## config.mk

```make
export PLATFORM = sky130hd
export DESIGN_NAME = riscv_tag_check_wb
export DESIGN_NICKNAME = d
export VERILOG_FILES = /design/src/rtl/riscv_tag_check_wb_pkg.sv /design/src/rtl/riscv_tag_check_wb_sat_counter.sv /design/src/rtl/riscv_tag_check_wb.sv
export SDC_FILE = /design/constraint.sdc
export NUM_CORES = 1
export LEC_CHECK = 0
export ABC_AREA = 1
export ABC_CLOCK_PERIOD_IN_PS = 4400
export CORE_MARGIN = 4
export CORE_UTILIZATION = 45
export DETAILED_ROUTE_END_ITERATION = 8
export GPL_ROUTABILITY_DRIVEN = 0
export GPL_TIMING_DRIVEN = 0
export PLACE_DENSITY = 0.86
export SLEW_MARGIN = 20
export SYNTH_ARGS = -nofsm -noshare
export SYNTH_HDL_FRONTEND = slang
export SYNTH_SLANG_ARGS = --single-unit
```

## constraint.sdc

```tcl
create_clock -name clk -period 4.4 [get_ports clk]
set_clock_uncertainty 0.05 [all_clocks]
set_input_delay 0.66 -clock clk [delete_from_list [all_inputs] [get_ports clk]]
set_output_delay 0.66 -clock clk [all_outputs]
set_load 0.02 [all_outputs]
```

## src/rtl/riscv_tag_check_wb_pkg.sv

```systemverilog
// ----------------------------------------------------------------------------
// riscv_tag_check_wb_pkg
// Shared definitions for the DIFT tag-check / tag write-back stage:
//   - TAG_CHK_*   : 2-bit check class of the EX-stage instruction
//   - TCR_*_BIT   : bit positions of the per-class enables in the Tag Check
//                   Register
//   - tag_chk_state_e : security-exception handshake FSM states
//   - tcr_enabled()   : selects the TCR enable bit for a given check class
// ----------------------------------------------------------------------------
package riscv_tag_check_wb_pkg;

    localparam logic [1:0] TAG_CHK_NONE  = 2'd0;
    localparam logic [1:0] TAG_CHK_JUMP  = 2'd1;
    localparam logic [1:0] TAG_CHK_STORE = 2'd2;
    localparam logic [1:0] TAG_CHK_LOAD  = 2'd3;

    localparam int unsigned TCR_JUMP_BIT  = 0;
    localparam int unsigned TCR_STORE_BIT = 1;
    localparam int unsigned TCR_LOAD_BIT  = 2;

    typedef enum logic [1:0] {
        IDLE  = 2'd0,
        REQ   = 2'd1,
        ACKED = 2'd2
    } tag_chk_state_e;

    // Class NONE never has an enable, so it can never raise a violation.
    function automatic logic tcr_enabled(input logic [2:0] tcr, input logic [1:0] cls);
        logic w_en;
        w_en = 1'b0;
        case (cls)
            TAG_CHK_JUMP:  w_en = tcr[TCR_JUMP_BIT];
            TAG_CHK_STORE: w_en = tcr[TCR_STORE_BIT];
            TAG_CHK_LOAD:  w_en = tcr[TCR_LOAD_BIT];
            default:       w_en = 1'b0;
        endcase
        return w_en;
    endfunction

endpackage

```

## src/rtl/riscv_tag_check_wb_sat_counter.sv

```systemverilog
// ----------------------------------------------------------------------------
// riscv_tag_sat_counter
// Saturating up-counter with synchronous clear.
// Ports:
//   clk, rst      : clock, asynchronous active-high reset
//   inc_i         : add one (ignored once the counter is at its maximum)
//   clr_i         : force to zero; has priority over inc_i
//   count_o       : current count
// ----------------------------------------------------------------------------
module riscv_tag_sat_counter #(
    parameter int unsigned CNT_WIDTH = 8
) (
    input  logic                 clk,
    input  logic                 rst,
    input  logic                 inc_i,
    input  logic                 clr_i,
    output logic [CNT_WIDTH-1:0] count_o
);

    logic [CNT_WIDTH-1:0] r_count;
    logic                 w_at_max;

    assign w_at_max = &r_count;

    always_ff @(posedge clk or posedge rst) begin
        if (rst) begin
            r_count <= '0;
        end else if (clr_i) begin
            r_count <= '0;
        end else if (inc_i && !w_at_max) begin
            r_count <= r_count + 1'b1;
        end
    end

    assign count_o = r_count;

endmodule

```

## src/rtl/riscv_tag_check_wb.sv

```systemverilog
// ----------------------------------------------------------------------------
// riscv_tag_check_wb
// Checks the EX-stage checked-operand tag against the Tag Check Register and
// registers the accepted destination tag into a one-cycle WB stage.
// Ports:
//   ex_valid_i, wb_ready_i             : instruction present / WB may advance
//   alu_tag_result_i, rf_enable_tag_i,
//   pc_enable_tag_i                    : tag ALU result and write enables
//   regfile_we_i, regfile_waddr_i      : architectural rd write and index
//   check_class_i, check_tag_i, tcr_i  : policy check inputs
//   pc_i                               : EX-stage PC (captured on violation)
//   regfile_tag_*_o, pc_tag_*_o        : registered WB tag writes
//   ex_stall_o, tag_exc_req_o,
//   tag_exc_ack_i                      : exception handshake
//   tag_exc_pc_o, tag_exc_cause_o      : PC and class of the last violation
//   cnt_clr_i, tag_exc_count_o         : saturating violation counter
// ----------------------------------------------------------------------------
module riscv_tag_check_wb
    import riscv_tag_check_wb_pkg::*;
#(
    parameter int unsigned CNT_WIDTH = 8
) (
    input  logic                 clk,
    input  logic                 rst,
    input  logic                 ex_valid_i,
    input  logic                 wb_ready_i,
    input  logic                 alu_tag_result_i,
    input  logic                 rf_enable_tag_i,
    input  logic                 pc_enable_tag_i,
    input  logic                 regfile_we_i,
    input  logic [4:0]           regfile_waddr_i,
    input  logic [1:0]           check_class_i,
    input  logic                 check_tag_i,
    input  logic [2:0]           tcr_i,
    input  logic [31:0]          pc_i,
    output logic                 regfile_tag_we_o,
    output logic [4:0]           regfile_tag_waddr_o,
    output logic                 regfile_tag_wdata_o,
    output logic                 pc_tag_we_o,
    output logic                 pc_tag_o,
    output logic                 ex_stall_o,
    output logic                 tag_exc_req_o,
    input  logic                 tag_exc_ack_i,
    output logic [31:0]          tag_exc_pc_o,
    output logic [1:0]           tag_exc_cause_o,
    input  logic                 cnt_clr_i,
    output logic [CNT_WIDTH-1:0] tag_exc_count_o
);

    tag_chk_state_e r_state;
    tag_chk_state_e w_state_next;

    logic w_accept;
    logic w_violation;
    logic w_commit;
    logic w_rf_we_next;
    logic w_pc_we_next;

    logic        r_rf_we;
    logic [4:0]  r_rf_waddr;
    logic        r_rf_wdata;
    logic        r_pc_we;
    logic        r_pc_tag;
    logic [31:0] r_exc_pc;
    logic [1:0]  r_exc_cause;

    assign w_accept    = ex_valid_i & wb_ready_i & (r_state == IDLE);
    assign w_violation = w_accept & (check_class_i != TAG_CHK_NONE)
                       & tcr_enabled(tcr_i, check_class_i) & check_tag_i;
    // A violating instruction commits nothing.
    assign w_commit    = w_accept & ~w_violation;

    // rf_enable_tag_i low is the OLD policy: destination tag is left untouched.
    assign w_rf_we_next = w_commit & rf_enable_tag_i & regfile_we_i;
    assign w_pc_we_next = w_commit & pc_enable_tag_i & (check_class_i == TAG_CHK_JUMP);

    // ---------------- Exception handshake FSM ----------------
    always_ff @(posedge clk or posedge rst) begin
        if (rst) begin
            r_state <= IDLE;
        end else begin
            r_state <= w_state_next;
        end
    end

    always_comb begin
        w_state_next  = r_state;
        tag_exc_req_o = 1'b0;
        ex_stall_o    = 1'b1;
        case (r_state)
            IDLE: begin
                ex_stall_o = 1'b0;
                if (w_violation) begin
                    w_state_next = REQ;
                end
            end
            REQ: begin
                tag_exc_req_o = 1'b1;
                if (tag_exc_ack_i) begin
                    w_state_next = ACKED;
                end
            end
            ACKED: begin
                w_state_next = IDLE;
            end
            default: begin
                w_state_next = IDLE;
            end
        endcase
    end

    // ---------------- WB stage and exception capture ----------------
    always_ff @(posedge clk or posedge rst) begin
        if (rst) begin
            r_rf_we     <= 1'b0;
            r_rf_waddr  <= 5'd0;
            r_rf_wdata  <= 1'b0;
            r_pc_we     <= 1'b0;
            r_pc_tag    <= 1'b0;
            r_exc_pc    <= 32'd0;
            r_exc_cause <= TAG_CHK_NONE;
        end else begin
            r_rf_we <= w_rf_we_next;
            r_pc_we <= w_pc_we_next;
            if (w_rf_we_next) begin
                r_rf_waddr <= regfile_waddr_i;
                r_rf_wdata <= alu_tag_result_i;
            end
            if (w_pc_we_next) begin
                r_pc_tag <= alu_tag_result_i;
            end
            if (w_violation) begin
                r_exc_pc    <= pc_i;
                r_exc_cause <= check_class_i;
            end
        end
    end

    assign regfile_tag_we_o    = r_rf_we;
    assign regfile_tag_waddr_o = r_rf_waddr;
    assign regfile_tag_wdata_o = r_rf_wdata;
    assign pc_tag_we_o         = r_pc_we;
    assign pc_tag_o            = r_pc_tag;
    assign tag_exc_pc_o        = r_exc_pc;
    assign tag_exc_cause_o     = r_exc_cause;

    riscv_tag_sat_counter #(
        .CNT_WIDTH (CNT_WIDTH)
    ) u_violation_cnt (
        .clk     (clk),
        .rst     (rst),
        .inc_i   (w_violation),
        .clr_i   (cnt_clr_i),
        .count_o (tag_exc_count_o)
    );

endmodule

```

==> flow_summary.toml, run 1 <==
[critical_path]
cp_data_arrival_time_ns = 1.49
path_max_fanout = 3
rr_startpoint = "u_violation_cnt.count_o[0]"
criticalPathCategory = "reg2out"
critical_path.cell_chain = "nor2_1 -> clkdlybuf4s50_1"
critical_path.slowest_cell = "clkdlybuf4s50_1"
end_kind = "primary output"
critical_path_buf_inv_count = 1
reg2reg_depth = 8
reg2reg_setup_slack_ns = 2.77
cp-start-kind = "register"
critPathLaunch = "r_state[1]"
critical_path_required_ns = 3.69
r2r_end = "u_violation_cnt.count_o[1]"
max_stage_delay_ns = 0.62
kind_of_cell_with_the_highest_combined_delay_on_the_critical_path = "buffers and inverters"

[synth]
ys_ff_latch = 53
yosys-top-cells-area = "dfrtp_1, nand2_1, nand3_1, inv_1, buf_6"
synth_top_cell_area_share_pct = 56.6
synth_area_per_cell_um2 = 8.14
netlist-cell-type-count = 20
async_flop_share_pct = 100
yosysWarnings = 0
synth_top_area_cell = "dfrtp_1"
synth_area_um2 = 2340
post-synth-top-count-cell = "nand2_1"
post_synth_most_frequent_cells = "nand2_1, dfrtp_1, inv_1"
synth_edf_count = 0
ys_seq_area_share_pct = 56.6
syn-num-nets = 342
postSynthCellCount = 288
yosys_most_used_dff = "dfrtp_1"

[clocking]
cts_repair_resize_count = 0
clock_tree.buffer_depth = 2
cts-buffers-inserted = 5
postCtsHoldBufs = 0
tritoncts = "built"
post_cts.repair.setup_buffers = 0
cts.clk_slew.worst_paths_ns = 0.09
clkSinkCount = 53
clock_latency_ns = 0.30
clockRootBuffer = "clkbuf_8"
maximum_level_of_the_cts_h_tree = 2

[pwr]
power.density_cell_area_nw_per_um2 = 423
power.leakage_nw = 1.80
power.ir.vdd_worst_mv = 0.244

[route]
drtIter0Drc = 84
detail_route.vias_per_cell = 4.68
wirelength_um = 5990
route.detailed.wl_per_inst_um = 12.7
num_vias = 2205
drtAntennaViolNets = 0
detail_route.first_pass.iterations = 4
remaining_drc_errors = 0

[floorplanning]
floorplan_core_area_um2 = 5070
initial_utilization_pct = 46.2
die_width_um = 80.2
floorplan.io_pins = 106
floorplan.die_area_um2 = 6430
die_height_um = 80.2
core.rowCount = 26

[global_route]
grt_most_used_layer = "met2"
via_count_of_the_first_global_routing_pass = 2222
global_route.usage.met3_pct = 5.94
grt_util_met1_pct = 22.6
grt_overflow = 0
met2_usage_pct = 33.9
grt_antenna_before_repair = 0
grt_pass1_wl_um = 9880
grt_max_degree = 30
globalRouteTotalUtil_pct = 19.5

[timing]
min_period_over_period_pct = 50.0
finalSetupViolCount = 0
maxClockFrequency_mhz = 455
drv_slew = 0
finalHoldViolations = 0
setup_total_negative_slack_ns = 0
worst_slew_pin_tran_ns = 0.621
final_worst_path_period_need_ns = 2.20
hold-worst-slack_ns = 0.429
slew-limit-headroom_pct = 58.5
rsz0062_at_grt = "false"

[layout]
n_antenna_cell = 0
post_route_cells_drive_above_1_share_pct = 6.73
layout-area-overhead-vs-synth_pct = 54.7
finish.net_count = 454

[worst_hold_path]
hold_path.startpoint = "regfile_tag_waddr_o[1]"
min-delay-path-class = "reg2reg"
hold-path-endpoint = "regfile_tag_waddr_o[1]"
worstHoldPathCells = 2

[run]
cap_violations = 0

[placed_design]
port_buffers = 104
dp.final_hpwl_um = 4550

[run_status]
run_status = "complete, no violations"
==> report_power, final <==
| part | total, mW | leakage, nW | internal [mW] | switching (mW) |
|---|---|---|---|---|
| logic | 0.507 | 1.05 | 0.254 | 0.253 |
| clock network | 0.387 | 0.0681 | 0.226 | 0.161 |
| registers | 0.640 | 0.685 | 0.583 | 0.0561 |
==> metrics by stage <==
step           total power [mW]  area (µm²)  instances  setup WS [ns]  utilization (%)
2_1_floorplan             0.874        2340        288           2.40                -
3_3_place_gp               1.14        3470        462           1.40             68.4
3_5_place_dp               1.16        3490        463           2.21             68.8
4_1_cts                    1.55        3630        471           2.18             71.4
5_1_grt                    1.62        3630        471           2.13             71.4
6_report                   1.53        3630        471           2.20             71.4
==> layout make-up <==
cell class                      instances  area, µm²
Buffer                                  9       76.3
Clock buffer                            5       68.8
Clock inverter                          3       65.1
Fill cell                             417       1450
Inverter                               21       78.8
Multi-Input combinational cell        205        862
Sequential cell                        53       1330
Tap cell                               70       87.6
Timing Repair Buffer                  105       1060
==> registers in the layout, summed over array words and instances, names as in the netlist <==
signal                   flops
tag_exc_cause_o              2
u_violation_cnt.count_o      8
pc_tag_we_o                  1
pc_tag_o                     1
regfile_tag_we_o             1
tag_exc_pc_o                32
regfile_tag_waddr_o          5
regfile_tag_wdata_o          1
r_state                      2
==> cell usage in the layout (no fill, tap or decap), drive strengths merged <==
master	count
inv	19
clkdlybuf4s50	104
nor3b	1
o21ai	4
nor3	1
o21bai	1
dfrtp	53
bufinv	2
nand2	154
buf	10
clkbuf	5
nand3	18
nor2	17
nand4	7
ha	1
xnor2	1
clkinv	3
==> logic make-up (layout without fill, tap and decap cells) <==
logic type | after synthesis | in the layout | synth area share [%]
AOI/OAI and AO/OA | 5 | 5 | 1.17
adders and majority gates | 1 | 1 | 0.534
and+or+nand+nor | 198 | 198 | 34.7
xor gates and xnor gates | 1 | 1 | 0.374
DFF | 53 | 53 | 56.6
buffers and inverters | 30 | 143 | 6.62
==> tightest hold or removal path, cell delays in order (launching register included) <==
cell and delay, ns:
dfrtp_1 0.35, nand2_1 0.05, nand2_1 0.05
==> worst max path at each step <==
stage	slack, ns	endpoint	cells after the start
final	2.20	tag_exc_req_o	2
after global routing	2.13	tag_exc_req_o	3
after CTS	2.18	tag_exc_req_o	2
after detailed placement	2.21	regfile_tag_waddr_o[3]	9
after global placement	1.40	u_violation_cnt.count_o[5]	2
after floorplan	2.40	pc_tag_o	1
==> routing by layer <==
| metal | share of wire, % | vias up |
|---|---|---|
| li1 | - | 1107 |
| met1 | 41 | 1023 |
| met2 | 50 | 66 |
| met3 | 7.3 | 9 |
| met4 | 1.5 | 0 |
| met5 | 0 | - |
(Power assumes the default switching activity.)
==> run 2, diff against run 1 <==
Settings changed: ABC_CLOCK_PERIOD_IN_PS 4400 to 1900, CORE_UTILIZATION 45 to 37, PLACE_DENSITY 0.86 to 0.75.
Clock period 4.4 ns to 1.9 ns, I/O delays scaled along.
==> flow_summary.toml, run 2 (same netlist as run 1, synthesis figures left out) <==
[run_status]
run_status = "complete, no violations"

[clocking]
cts-buffers-inserted = 5
tritoncts = "built"
maximum_level_of_the_cts_h_tree = 2
cts.clk_slew.worst_paths_ns = 0.10
postCtsHoldBufs = 0
cts_repair_resize_count = 0
post_cts.repair.setup_buffers = 0
clkSinkCount = 53
clock_tree.buffer_depth = 2
clock_latency_ns = 0.30
clockRootBuffer = "clkbuf_8"

[pwr]
power.density_cell_area_nw_per_um2 = 932
power.ir.vdd_worst_mv = 0.477
clock_power_share_pct = 20.6
net-switching-power_mw = 1.07
combPwrFrac_pct = 34.9
post-layout-total-power_mw = 3.34
share_seq_of_total_power_pct = 44.4
sw_frac_of_total_pct = 32.1
cell_internal_power_mw = 2.26
power.leakage_nw = 1.78

[critical_path]
criticalPathCategory = "reg2out"
cp-start-kind = "register"
critical_path_required_ns = 1.56
end_kind = "primary output"
cp_data_arrival_time_ns = 1.50
path_max_fanout = 3

[timing]
hold-worst-slack_ns = 0.304
setup_total_negative_slack_ns = 0
maxClockFrequency_mhz = 544
worst_slew_pin_tran_ns = 0.642
timing.final.ws_setup_ns = 0.0608
finalSetupViolCount = 0
slew-limit-headroom_pct = 57.2
finalHoldViolations = 0
min_period_over_period_pct = 96.8
rsz0062_at_grt = "false"
drv_slew = 0
final_worst_path_period_need_ns = 1.84

[layout]
fin_cells = 475
most_frequent_cells_in_the_layout = "nand2_1, clkdlybuf4s50_1, dfrtp_1"
finish.net_count = 453
mostFrequentLayoutCell = "nand2_1"
max_ffs_per_register = 32
n_antenna_cell = 0
post_route_cells_drive_above_1_share_pct = 6.50
layout-area-overhead-vs-synth_pct = 52.9

[floorplanning]
floorplan_core_area_um2 = 6030
die_height_um = 87.6
die_width_um = 87.6
core.rowCount = 28
floorplan.die_area_um2 = 7670
floorplan.io_pins = 106
initial_utilization_pct = 38.9

[route]
drtAntennaViolNets = 0
detail_route.first_pass.iterations = 4
detail_route.vias_per_cell = 4.69
drtIter0Drc = 98
wirelength_um = 5950
num_vias = 2229
route.detailed.wl_per_inst_um = 12.5
remaining_drc_errors = 0

[worst_hold_path]
min-delay-path-class = "in2reg"

[run]
cap_violations = 0

[global_route]
grt_max_degree = 54
globalRouteTotalUtil_pct = 15.9
grt_overflow = 0
grt_antenna_before_repair = 0
via_count_of_the_first_global_routing_pass = 2115
grt_pass1_wl_um = 9700

[placed_design]
port_buffers = 104
post-place-cells = 467
dp.final_hpwl_um = 4440
pre_cts_worst_setup_slack_ns = 0.0700
## run 2: cell count changes in the layout (fill, tap and decap cells not counted), sizes merged
| cell | change |
|---|---|
| buf | -1 |
| clkbuf | +2 |
| bufinv | -2 |
## run 2: power groups by stage
stage / Clock [mW] / Combinational (mW) / Sequential (mW)
3_3_place_gp: 0 / 1.16 / 1.50
4_1_cts: 0.712 / 1.18 / 1.48
5_1_grt: 0.753 / 1.25 / 1.52
3_5_place_dp: 0 / 1.18 / 1.50
6_report: 0.689 / 1.17 / 1.48
2_1_floorplan: 0 / 0.250 / 1.77
## run 2: cell type report
cell class,instances,area [µm²]
Buffer,9,76.3
Clock buffer,7,96.3
Multi-Input combinational cell,205,862
Clock inverter,1,5.00
Fill cell,556,2440
Inverter,21,81.3
Tap cell,75,93.8
Timing Repair Buffer,104,1040
Sequential cell,53,1330
## run 2: path summary, 6_finish.rpt
| check | start | to | slack [ns] | cells after the start |
|---|---|---|---|---|
| worst max-delay path | r_state[1] | tag_exc_req_o | 0.06 | 2 |
| worst min-delay path | cnt_clr_i | u_violation_cnt.count_o[5] | 0.30 | 4 |
| worst max register to register | u_violation_cnt.count_o[1] | u_violation_cnt.count_o[0] | 0.29 | 8 |
| worst min register to register | regfile_tag_waddr_o[3] | regfile_tag_waddr_o[3] | 0.43 | 2 |
| max in group asynchronous | rst | tag_exc_pc_o[17] | 0.99 | 2 |
| min in group asynchronous | rst | tag_exc_pc_o[6] | 0.38 | 2 |
## run 2: layer usage
layer,track usage [%],share of wire (%),vias to the layer above
li1,-,-,1104
met1,19.2,41,1034
met2,27.8,49,82
met3,4.05,7.9,9
met4,5.16,2.1,0
met5,0,0,-
## run 2: critical path, cell delays in order (launching register included)
cell and delay (ns):
dfrtp_1 0.41, nor2_1 0.16, clkdlybuf4s50_1 0.64
## run 2: through the flow
step	util [%]	area, µm²
final	59.4	3580
after CTS	59.4	3580
after floorplan	-	2340
after global placement	57.7	3480
after global routing	59.4	3580
after detailed placement	57.8	3480
==> run 3, diff against run 2 <==
Settings changed: REMOVE_ABC_BUFFERS set to 1.
==> flow_summary.toml, run 3 (same netlist as run 1, synthesis figures left out) <==
[pwr]
power.ir.vdd_worst_mv = 0.551
sw_frac_of_total_pct = 32.2
cell_internal_power_mw = 2.22
share_seq_of_total_power_pct = 45.1
power.density_cell_area_nw_per_um2 = 930
net-switching-power_mw = 1.05
clock_power_share_pct = 19.4
combPwrFrac_pct = 35.5
power.leakage_nw = 1.74

[clocking]
tritoncts = "built"
clkSinkCount = 53
clock_tree.buffer_depth = 2
cts-buffers-inserted = 5
postCtsHoldBufs = 0
clockRootBuffer = "clkbuf_8"
cts.clk_slew.worst_paths_ns = 0.10
clock_latency_ns = 0.30
maximum_level_of_the_cts_h_tree = 2
post_cts.repair.setup_buffers = 0

[critical_path]
critical_path_required_ns = 1.56
cp-start-kind = "register"
path_max_fanout = 3
max_stage_delay_ns = 0.54
end_kind = "primary output"
kind_of_cell_with_the_highest_combined_delay_on_the_critical_path = "buffers and inverters"
critical_path_buf_inv_count = 2
critical_path.cell_chain = "nor2_2 -> inv_1 -> clkdlybuf4s50_1"
reg2reg_depth = 7
rr_startpoint = "r_state[1]"
r2r_end = "tag_exc_pc_o[2]"
critical_path.slowest_cell = "clkdlybuf4s50_1"
criticalPathCategory = "reg2out"
cp_data_arrival_time_ns = 1.44
reg2reg_setup_slack_ns = 0.17

[global_route]
grt_max_degree = 54
globalRouteTotalUtil_pct = 15.5
grt_antenna_before_repair = 0
via_count_of_the_first_global_routing_pass = 2060
grt_overflow = 0
grt_pass1_wl_um = 9440

[run]
cap_violations = 0

[route]
wirelength_um = 5760
route.detailed.wl_per_inst_um = 12.4
drtAntennaViolNets = 0
detail_route.first_pass.iterations = 4
detail_route.vias_per_cell = 4.59
remaining_drc_errors = 0
drtIter0Drc = 56
num_vias = 2137

[worst_hold_path]
min-delay-path-class = "in2async"

[floorplanning]
initial_utilization_pct = 38.9
floorplan_core_area_um2 = 6030
core.rowCount = 28
die_height_um = 87.6
die_width_um = 87.6
floorplan.io_pins = 106
floorplan.die_area_um2 = 7670

[timing]
drv_slew = 0
finalSetupViolCount = 0
worst_slew_pin_tran_ns = 0.661
hold-worst-slack_ns = 0.386
setup_total_negative_slack_ns = 0
maxClockFrequency_mhz = 562
min_period_over_period_pct = 93.6
rsz0062_at_grt = "false"
slew-limit-headroom_pct = 55.9
final_worst_path_period_need_ns = 1.78
finalHoldViolations = 0

[layout]
post_route_cells_drive_above_1_share_pct = 3.84
mostFrequentLayoutCell = "nand2_1"
n_fill_cell = 553
finish.net_count = 445
most_frequent_cells_in_the_layout = "nand2_1, clkdlybuf4s50_1, dfrtp_1"
max_ffs_per_register = 32
n_antenna_cell = 0
layout-area-overhead-vs-synth_pct = 50.3

[placed_design]
port_buffers = 105
dp.final_hpwl_um = 4090

[run_status]
run_status = "complete, no violations"
-- run 3: cell type report --
type,instances,area [µm²],area share (%)
clock buffer,7,86.3,2.45
inverter,21,86.3,2.45
multi-input combinational,205,876,24.9
sequential,53,1330,37.7
timing repair buffer,105,1050,29.9
tap,75,93.8,2.66
-- run 3: worst max-delay path by stage --
stage	depth (start not counted)	slack [ns]	to	from
after floorplan	7	0.15	tag_exc_pc_o[0]	r_state[1]
after global routing	7	0.03	tag_exc_pc_o[25]	r_state[1]
after detailed placement	7	-0.79	tag_exc_pc_o[29]	check_class_i[0]
after global placement	2	-0.81	tag_exc_pc_o[16]	rst
final	3	0.12	ex_stall_o	r_state[1]
after CTS	7	0.01	tag_exc_pc_o[29]	r_state[1]
-- run 3: metrics by stage --
step                worst slack [ns]  instances  total power, mW  util [%]  instance area (µm²)
floorplan                      0.150        279             2.01         -                 2270
global placement              -0.809        459             2.65      56.6                 3410
detailed placement            -0.792        459             2.67      56.7                 3410
CTS                           0.0129        466             3.33      58.2                 3510
global route                  0.0269        466             3.48      58.5                 3520
finish                         0.122        466             3.28      58.5                 3520
-- run 3: per-layer routing --
layer  share of wire, %  global-route usage, %
met5                  0                      0
met1                 42                   19.3
met2                 46                   24.5
met4               0.87                   3.77
met3                 11                   7.43
-- run 3: power by group through the flow --
stage          combinational [mW]  clock, mW  sequential [mW]
2_1_floorplan               0.241          0             1.77
3_3_place_gp                 1.16          0             1.49
3_5_place_dp                 1.17          0             1.50
4_1_cts                      1.18      0.671             1.48
5_1_grt                      1.26      0.709             1.51
6_report                     1.16      0.635             1.48
-- run 3: timing repair --
item,CTS,global route
cloned,0,0
pin swaps,0,0
gates resized for setup,2,3
setup endpoints to repair,40,39
